--- src/rtl/rst_seq_pkg.sv ---
// rtl/rst_seq_pkg.sv - shared state encoding and default timing for the reset sequencer
package rst_seq_pkg;

    typedef enum logic [1:0] {
        WAIT_LOCK = 2'd0,
        HOLD      = 2'd1,
        RELEASE   = 2'd2,
        RUN       = 2'd3
    } rst_seq_state_t;

    localparam int DEF_LOCK_HOLD = 1000;
    localparam int DEF_STAGE_GAP = 64;

endpackage

--- src/rtl/sync_bit.sv ---
// rtl/sync_bit.sv - N-flop single-bit synchronizer with async clear to 0
module sync_bit #(
    parameter int STAGES = 2
) (
    input  logic clk,
    input  logic rst_n,
    input  logic d,
    output logic q
);

    (* ASYNC_REG = "TRUE" *) logic [STAGES-1:0] ff;

    always_ff @(posedge clk or negedge rst_n) begin
        if (!rst_n) begin
            ff <= '0;
        end else begin
            ff <= {ff[STAGES-2:0], d};
        end
    end

    assign q = ff[STAGES-1];

endmodule

--- src/rtl/reset_sequencer.sv ---
// rtl/reset_sequencer.sv - qualifies PLL lock and releases staged domain resets in order
module reset_sequencer
    import rst_seq_pkg::*;
#(
    parameter int SYNC_STAGES = 2,
    parameter int LOCK_HOLD   = DEF_LOCK_HOLD,
    parameter int STAGE_GAP   = DEF_STAGE_GAP,
    parameter int NUM_STAGES  = 3
) (
    input  logic                  clk_c0,
    input  logic                  rst_n,
    input  logic                  locked,
    input  logic                  sw_rst_req,
    output logic [NUM_STAGES-1:0] rst_out_n,
    output logic                  ready,
    output logic [7:0]            lock_loss_cnt
);

    localparam int HW = (LOCK_HOLD > 1) ? $clog2(LOCK_HOLD) : 1;
    localparam int GW = (STAGE_GAP > 1) ? $clog2(STAGE_GAP) : 1;
    localparam int IW = $clog2(NUM_STAGES + 1);

    localparam logic [HW-1:0] HOLD_LAST = HW'(LOCK_HOLD - 1);
    localparam logic [GW-1:0] GAP_LAST  = GW'(STAGE_GAP - 1);
    localparam logic [IW-1:0] IDX_LAST  = IW'(NUM_STAGES - 1);

    logic locked_s;

    rst_seq_state_t          state, state_nxt;
    logic [HW-1:0]           hold_cnt, hold_nxt;
    logic [GW-1:0]           gap_cnt, gap_nxt;
    logic [IW-1:0]           idx, idx_nxt;
    logic [NUM_STAGES-1:0]   rst_nxt;
    logic                    ready_nxt;
    logic [7:0]              loss_nxt;

    sync_bit #(
        .STAGES(SYNC_STAGES)
    ) u_lock_sync (
        .clk  (clk_c0),
        .rst_n(rst_n),
        .d    (locked),
        .q    (locked_s)
    );

    always_ff @(posedge clk_c0 or negedge rst_n) begin
        if (!rst_n) begin
            state         <= WAIT_LOCK;
            hold_cnt      <= '0;
            gap_cnt       <= '0;
            idx           <= '0;
            rst_out_n     <= '0;
            ready         <= 1'b0;
            lock_loss_cnt <= 8'd0;
        end else begin
            state         <= state_nxt;
            hold_cnt      <= hold_nxt;
            gap_cnt       <= gap_nxt;
            idx           <= idx_nxt;
            rst_out_n     <= rst_nxt;
            ready         <= ready_nxt;
            lock_loss_cnt <= loss_nxt;
        end
    end

    always_comb begin
        state_nxt = state;
        hold_nxt  = hold_cnt;
        gap_nxt   = gap_cnt;
        idx_nxt   = idx;
        rst_nxt   = rst_out_n;
        ready_nxt = ready;
        loss_nxt  = lock_loss_cnt;

        case (state)
            WAIT_LOCK: begin
                if (locked_s) begin
                    state_nxt = HOLD;
                    hold_nxt  = '0;
                end
            end

            HOLD: begin
                if (!locked_s) begin
                    state_nxt = WAIT_LOCK;
                end else if (sw_rst_req) begin
                    hold_nxt = '0;
                end else if (hold_cnt == HOLD_LAST) begin
                    rst_nxt = NUM_STAGES'(1);
                    gap_nxt = '0;
                    idx_nxt = IW'(1);
                    if (NUM_STAGES == 1) begin
                        ready_nxt = 1'b1;
                        state_nxt = RUN;
                    end else begin
                        state_nxt = RELEASE;
                    end
                end else begin
                    hold_nxt = hold_cnt + HW'(1);
                end
            end

            RELEASE, RUN: begin
                // Lock loss takes priority over a software request and is the only path that counts.
                if (!locked_s) begin
                    rst_nxt   = '0;
                    ready_nxt = 1'b0;
                    state_nxt = WAIT_LOCK;
                    if (lock_loss_cnt != 8'hFF) begin
                        loss_nxt = lock_loss_cnt + 8'd1;
                    end
                end else if (sw_rst_req) begin
                    rst_nxt   = '0;
                    ready_nxt = 1'b0;
                    hold_nxt  = '0;
                    state_nxt = HOLD;
                end else if (state == RELEASE) begin
                    if (gap_cnt == GAP_LAST) begin
                        for (int i = 0; i < NUM_STAGES; i++) begin
                            if (idx == IW'(i)) begin
                                rst_nxt[i] = 1'b1;
                            end
                        end
                        gap_nxt = '0;
                        idx_nxt = idx + IW'(1);
                        if (idx == IDX_LAST) begin
                            ready_nxt = 1'b1;
                            state_nxt = RUN;
                        end
                    end else begin
                        gap_nxt = gap_cnt + GW'(1);
                    end
                end
            end

            default: begin
                state_nxt = WAIT_LOCK;
                rst_nxt   = '0;
                ready_nxt = 1'b0;
            end
        endcase
    end

endmodule

--- config.mk ---
export PLATFORM = sky130hd
export DESIGN_NAME = reset_sequencer
export DESIGN_NICKNAME = d
export VERILOG_FILES = /design/src/rtl/rst_seq_pkg.sv /design/src/rtl/sync_bit.sv /design/src/rtl/reset_sequencer.sv
export SDC_FILE = /design/constraint.sdc
export NUM_CORES = 1
export LEC_CHECK = 0
export CORE_AREA = 2 2 83 85
export CTS_CLUSTER_DIAMETER = 100
export CTS_CLUSTER_SIZE = 24
export DETAILED_ROUTE_END_ITERATION = 6
export DIE_AREA = 0 0 85 87
export SETUP_SLACK_MARGIN = 0.15
export SYNTH_ARGS = -nofsm -noshare
export SYNTH_HDL_FRONTEND = slang
export SYNTH_SLANG_ARGS = --single-unit
--- constraint.sdc ---
create_clock -name clk_c0 -period 1.89 [get_ports clk_c0]
set_input_delay 0.2835 -clock clk_c0 [delete_from_list [all_inputs] [get_ports clk_c0]]
set_output_delay 0.2835 -clock clk_c0 [all_outputs]
set_load 0.005 [all_outputs]
-- After elaboration in Yosys (flattened, before gate mapping)
Cells that the tools add are included.
- input bits: 4
- flip-flop bits (word level): 34
- bitwise operators: 1
- reductions and logical operators: 13
- muxes and demuxes: 48
- add/sub/neg operators: 4
- equal/unequal tests: 28
- operators by type and width (operator ; count):
    10-bit two-way mux ; 6
    6-bit two-way mux ; 7
    2-bit two-way mux ; 16
    10-bit case mux with 3 select lines ; 1
    7-bit AND reduction ; 4
    3-bit two-way mux ; 7
    4-bit != test (second input constant) ; 5
    3-bit != test (second input constant) ; 6
    2-bit != test (second input constant) ; 6
    6-bit case mux with 2 select lines ; 1
    10-bit by 1-bit adder with 10-bit output (second input constant) ; 1
    10-bit == test (second input constant) ; 1
    8-bit by 1-bit adder with 8-bit output (second input constant) ; 1
    8-bit != test (second input constant) ; 1
    8-bit AND reduction ; 1
    1-bit two-way mux ; 7
    6-bit by 1-bit adder with 6-bit output (second input constant) ; 1
    2-bit == test (second input constant) ; 3
    6-bit == test (second input constant) ; 1
    2-bit by 1-bit != test with 1-bit output (second input constant) ; 3
    2-bit case mux with 3 select lines ; 1
    3-bit case mux with 2 select lines ; 1
    6-bit AND reduction ; 1
    5-bit AND reduction ; 1
    9 further kinds ; 11

-- Longest topological paths before layout
- word-level depth: 7
- depth in mapped cells: 6
- mapped depth without buffers: 5

-- By module
Synthesis repeated with hierarchy kept, for this count alone.
- cells, all modules: 177
- area, all modules: 1860.5 sq um
- modules (own cells, without submodules) (module ; instances ; cells an instance ; area each (sq um) ; seq. area each (sq um)):
    reset_sequencer ; 1 ; 175 ; 1810.5 ; 800.8
    sync_bit ; 1 ; 2 ; 50.0 ; 50.0

-- Worst setup path before layout
OpenSTA, ideal clock, no wires.
- path type: flip-flop to flip-flop
- start: register hold_cnt[3]
- end: register gap_cnt[5]
- clock period less this slack: 1778 ps
- stages on the path, launching flop included: 6
- setup slack: 112 ps
- data arrival time: 1660 ps
- buffers on the path: 1
- path through: dfrtp_1 or2_1 or4_1 buf_2 a32o_1 a21o_1
- longest elaborated chain between the ends: 3
- ends and longest elaborated chain (what ; RTL line ; source):
    start, declared ; reset_sequencer.sv:30 ; logic [HW-1:0] hold_cnt, hold_nxt;
    start signal, assigned ; reset_sequencer.sv:57 ; hold_cnt <= hold_nxt;
    10-bit == test ; reset_sequencer.sv:88 ; end else if (hold_cnt == HOLD_LAST) begin
    2-bit != test (no line) ; -- ;
    7-bit AND reduction (no line) ; -- ;
    end signal, assigned ; reset_sequencer.sv:58 ; gap_cnt <= gap_nxt;
    end, declared ; reset_sequencer.sv:31 ; logic [GW-1:0] gap_cnt, gap_nxt;
No other way between the ends.
A chain may end at the register's enable or synchronous reset.

-- Worst setup path in the final report
- start: register hold_cnt[4]
- end: register rst_out_n[2]
- longest elaborated chain between the ends: 3
- ends and longest elaborated chain (what ; RTL line ; source):
    10-bit == test ; reset_sequencer.sv:88 ;
    2-bit != test (no line) ; -- ;
    7-bit AND reduction (no line) ; -- ;
    end signal, assigned ; reset_sequencer.sv:60 ; rst_out_n <= rst_nxt;
    end, declared ; reset_sequencer.sv:14 ; output logic [NUM_STAGES-1:0] rst_out_n,
No other way between the ends.

==> summary.md <==
The run finished with clean final reports. The via count of the first global-routing pass was 1380. For the maximum level of the CTS H-tree, the log shows 2. Max-cap violations in this run came to 0. The die extent in x is 85 um. The maximum number of buffers from clock root to sink is 2, and the clock skew is 0.00775 ns. The tools report the number of nets in the layout as 223.

The routed design has 3770 um of wire. The commonest cells after synthesis are sky130_fd_sc_hd__dfrtp_1, sky130_fd_sc_hd__nand2_1, sky130_fd_sc_hd__a21oi_1, sky130_fd_sc_hd__inv_1, sky130_fd_sc_hd__nand3_1. For the worst setup margin, the log shows 0.221 ns. Summed over all nets, the switching power comes to 0.330 mW. Of the available clock period, the critical path in the final layout requires 88.3%.

For this run, the register share of the synthesized area comes to 48.7%. Setup repair after global routing could not meet its margin everywhere. Of all cell types, the one taking the most synthesized area is sky130_fd_sc_hd__dfrtp_1.

The final RePlAce weighted congestion was 0.770; the number of detailed-route iterations in the first pass was 4. TritonCTS built the clock tree. The logs give 0 for the count of yosys warnings during synthesis and 16 for the top-level I/O count.

Among all flip-flop cells after synthesis, the most frequent one is sky130_fd_sc_hd__dfrtp_1. In this run, the number of DRC markers left after iteration 0 of detailed routing was 70. In this run the remaining antenna-violating nets after routing total 0. The cell count after placement came out at 279.

The final count of hold timing violations is 0, and the slew at the pin closest to its max-slew limit is 0.430 ns. For the standard cell area after detailed placement, the log shows 2120 um2. Cell internal power was estimated by the tool at 1.08 mW.

In the final routed layout, each cell accounts on average for 12.8 um. For the gate count of the mapped netlist, the log shows 173. Across all layers, the routed design uses 1418 vias. The summed area of non-filler cells in the final layout was 2300 um2. STA classifies the critical path startpoint as a register. The fraction of final layout cells with drive strength greater than 1 was 21.5%; the post-synthesis register bit count was 34. Kind of critical path: reg2reg.

For the fraction of the core area covered by cells at the end of the flow, the log shows 35.0%. The worst ir drop on vdd was 0.000311 V. The setup-violating endpoint count in the final report was 0. In this run the core area contains 30 standard-cell rows. The share of flip-flops with an asynchronous set or reset after synthesis was 100%; the maximum fanout count along the critical path was 5. The data required time at the worst endpoint is 2.05 ns, and the number of CTS-inserted buffers is 5. The portion of synthesized cell area occupied by the leading cell type was 48.7%. Before CTS, the worst setup slack after placement is -0.0654 ns. The logs give 0.958 nW for the leakage power figure and 7400 um2 for the die outline area.

The count of final max-slew check failures is 0. The later-pin clock latency in the skew report came out at 0.28 ns. The path class of the lowest-slack min-delay path was reg2reg.

The placeable core area was 6570 um2; the initial cell density of the core was 26.6%. The most repeated cell in the gate-level netlist after synthesis is sky130_fd_sc_hd__dfrtp_1. The endpoint arrival time on the critical path came out at 1.83 ns. The tools report the initial antenna violation count as 0. The wire-length estimate of the detail-placed layout is 2640 um.

In this run switching power makes up 23.4% of total power. Of the total power, registers draw 53.5%. The layout-stage area growth over the synthesis result works out to 31.6%. The first global-routing pass estimated 6550 um of wire. Across every metal layer, demand over resource in global routing totals 11.2%.

By area the synthesized netlist is led by sky130_fd_sc_hd__dfrtp_1, sky130_fd_sc_hd__ha_1, sky130_fd_sc_hd__nand2_1, sky130_fd_sc_hd__xnor2_1, sky130_fd_sc_hd__a21oi_1. The number of nets handed over by synthesis was 183. The fill cell total of the finished layout is 681. The CTS sink count is 34, and the post-synthesis area per instance is 10.1 um2.

The vertical die dimension works out to 87 um. The tools report the root buffer cell as sky130_fd_sc_hd__clkbuf_8. For this run, the number of standard cells in the final layout without fillers is 294.

After clock tree synthesis, the clock-pin slew on the worst setup and hold paths is 0.07 ns. Using the TritonRoute via totals, the vias-per-cell ratio works out to 4.82. The worst setup path is captured at a register.

After synthesis, the netlist uses 44 different library cells. The count of buffers added on input and output ports is 15. The summed instance area of the synthesized netlist was 1750 um2; the worst max-slew margin expressed relative to the limit was 71.3%. The clock period could shrink to 1.67 ns. 0 antenna diodes ended up in the layout. The logs give 39.4% for the part of the total power dissipated in the clock network and 0 for the global-route congestion overflow total. Per report_power, the combinational group accounts for 7.1% of the total. The power density normalized to cell area was 615 nW/um2; the worst-case hold slack was 0.349 ns. Based on the critical path, the design can be clocked at up to 599 MHz. Entering global routing, the biggest net connects 35 pins. Total power for the finished layout comes to 1.41 mW.

After routing, the total negative slack on setup checks comes to 0 ns. After detailed routing, the number of remaining DRC violations is 0. The number of flops mapped to enable cells by yosys is 0.
-- power by group through the flow --
stage	registers (mW)	logic, mW	clock network [mW]
after floorplan	0.766	0.0462	0
after global placement	0.770	0.0921	0
after detailed placement	0.770	0.0927	0
after CTS	0.755	0.0988	0.582
after global routing	0.757	0.112	0.616
final	0.756	0.101	0.556
-- cells by family (layout without fill, tap and decap cells) --
| kind of cell | Yosys count | in the layout | synth area share, % |
|---|---|---|---|
| AOI/OAI and AO/OA | 44 | 44 | 16.7 |
| xor gates and xnor gates | 8 | 8 | 4.01 |
| adders and majority gates | 6 | 6 | 4.29 |
| buffers and inverters | 16 | 57 | 3.72 |
| DFF | 34 | 34 | 48.7 |
| muxes | 3 | 3 | 1.79 |
| and+or+nand+nor | 62 | 62 | 20.8 |
-- registers in the layout (all words and copies together) (netlist names) --
| name | count |
|---|---|
| idx | 2 |
| state | 2 |
| gap_cnt | 6 |
| u_lock_sync.ff | 2 |
| hold_cnt | 10 |
| rst_out_n | 3 |
| lock_loss_cnt | 8 |
| ready | 1 |
-- routing by layer --
metal / share of wire, % / global-route usage [%]
met1: 51 / 15.3
met3: 4.0 / 3.22
met5: 0 / 0
met4: 1.2 / 4.33
met2: 43 / 16.7
-- timing repair --
item | 4_1_cts | 5_1_grt
gates resized for setup | 2 | 8
setup buffers | 5 | 2
setup endpoints to repair | 6 | 8
pin swaps | 1 | 3
hold buffers | 0 | 0
-- area by class of cell --
class	count	area [um2]	share of cell area, %
multi-input cells	123	882	38.4
well taps	80	100	4.35
repair buffers	39	338	14.7
clock inverters	1	5.00	0.218
clock buffers	7	86.3	3.75
flip-flops and latches	34	851	37.0
inverters	10	37.5	1.63
-- worst paths after layout --
check,startpoint,end,slack (ns),cells after the start
min in group asynchronous,rst_n,hold_cnt[6],0.41,2
min reg2reg,u_lock_sync.ff[0],u_lock_sync.ff[1],0.35,0
max in group asynchronous,rst_n,lock_loss_cnt[1],1.16,2
max reg2reg,hold_cnt[4],rst_out_n[2],0.22,5
max,hold_cnt[4],rst_out_n[2],0.22,5
min,u_lock_sync.ff[0],u_lock_sync.ff[1],0.35,0
-- critical path: stages, from the launching register on --
cell and delay (ns):
sky130_fd_sc_hd__dfrtp_1 0.38, sky130_fd_sc_hd__or2_4 0.26, sky130_fd_sc_hd__or4_4 0.54, sky130_fd_sc_hd__buf_6 0.15, sky130_fd_sc_hd__a22oi_2 0.16, sky130_fd_sc_hd__nor2_1 0.05
-- cell usage in the layout, fill, tap and decap left out, drive strengths merged, types with 3 or more instances in the layout --
| cell | n |
|---|---|
| nor2 | 7 |
| nor3 | 6 |
| xnor2 | 6 |
| o21ai | 10 |
| dfrtp | 34 |
| a31oi | 7 |
| a21oi | 10 |
| nand3 | 8 |
| nand2 | 14 |
| nor3b | 3 |
| clkdlybuf4s50 | 15 |
| clkbuf | 7 |
| inv | 10 |
| ha | 6 |
| nand4 | 4 |
| and3 | 5 |
| buf | 24 |
| nand2b | 4 |
Power figures use the tool's default switching activity.
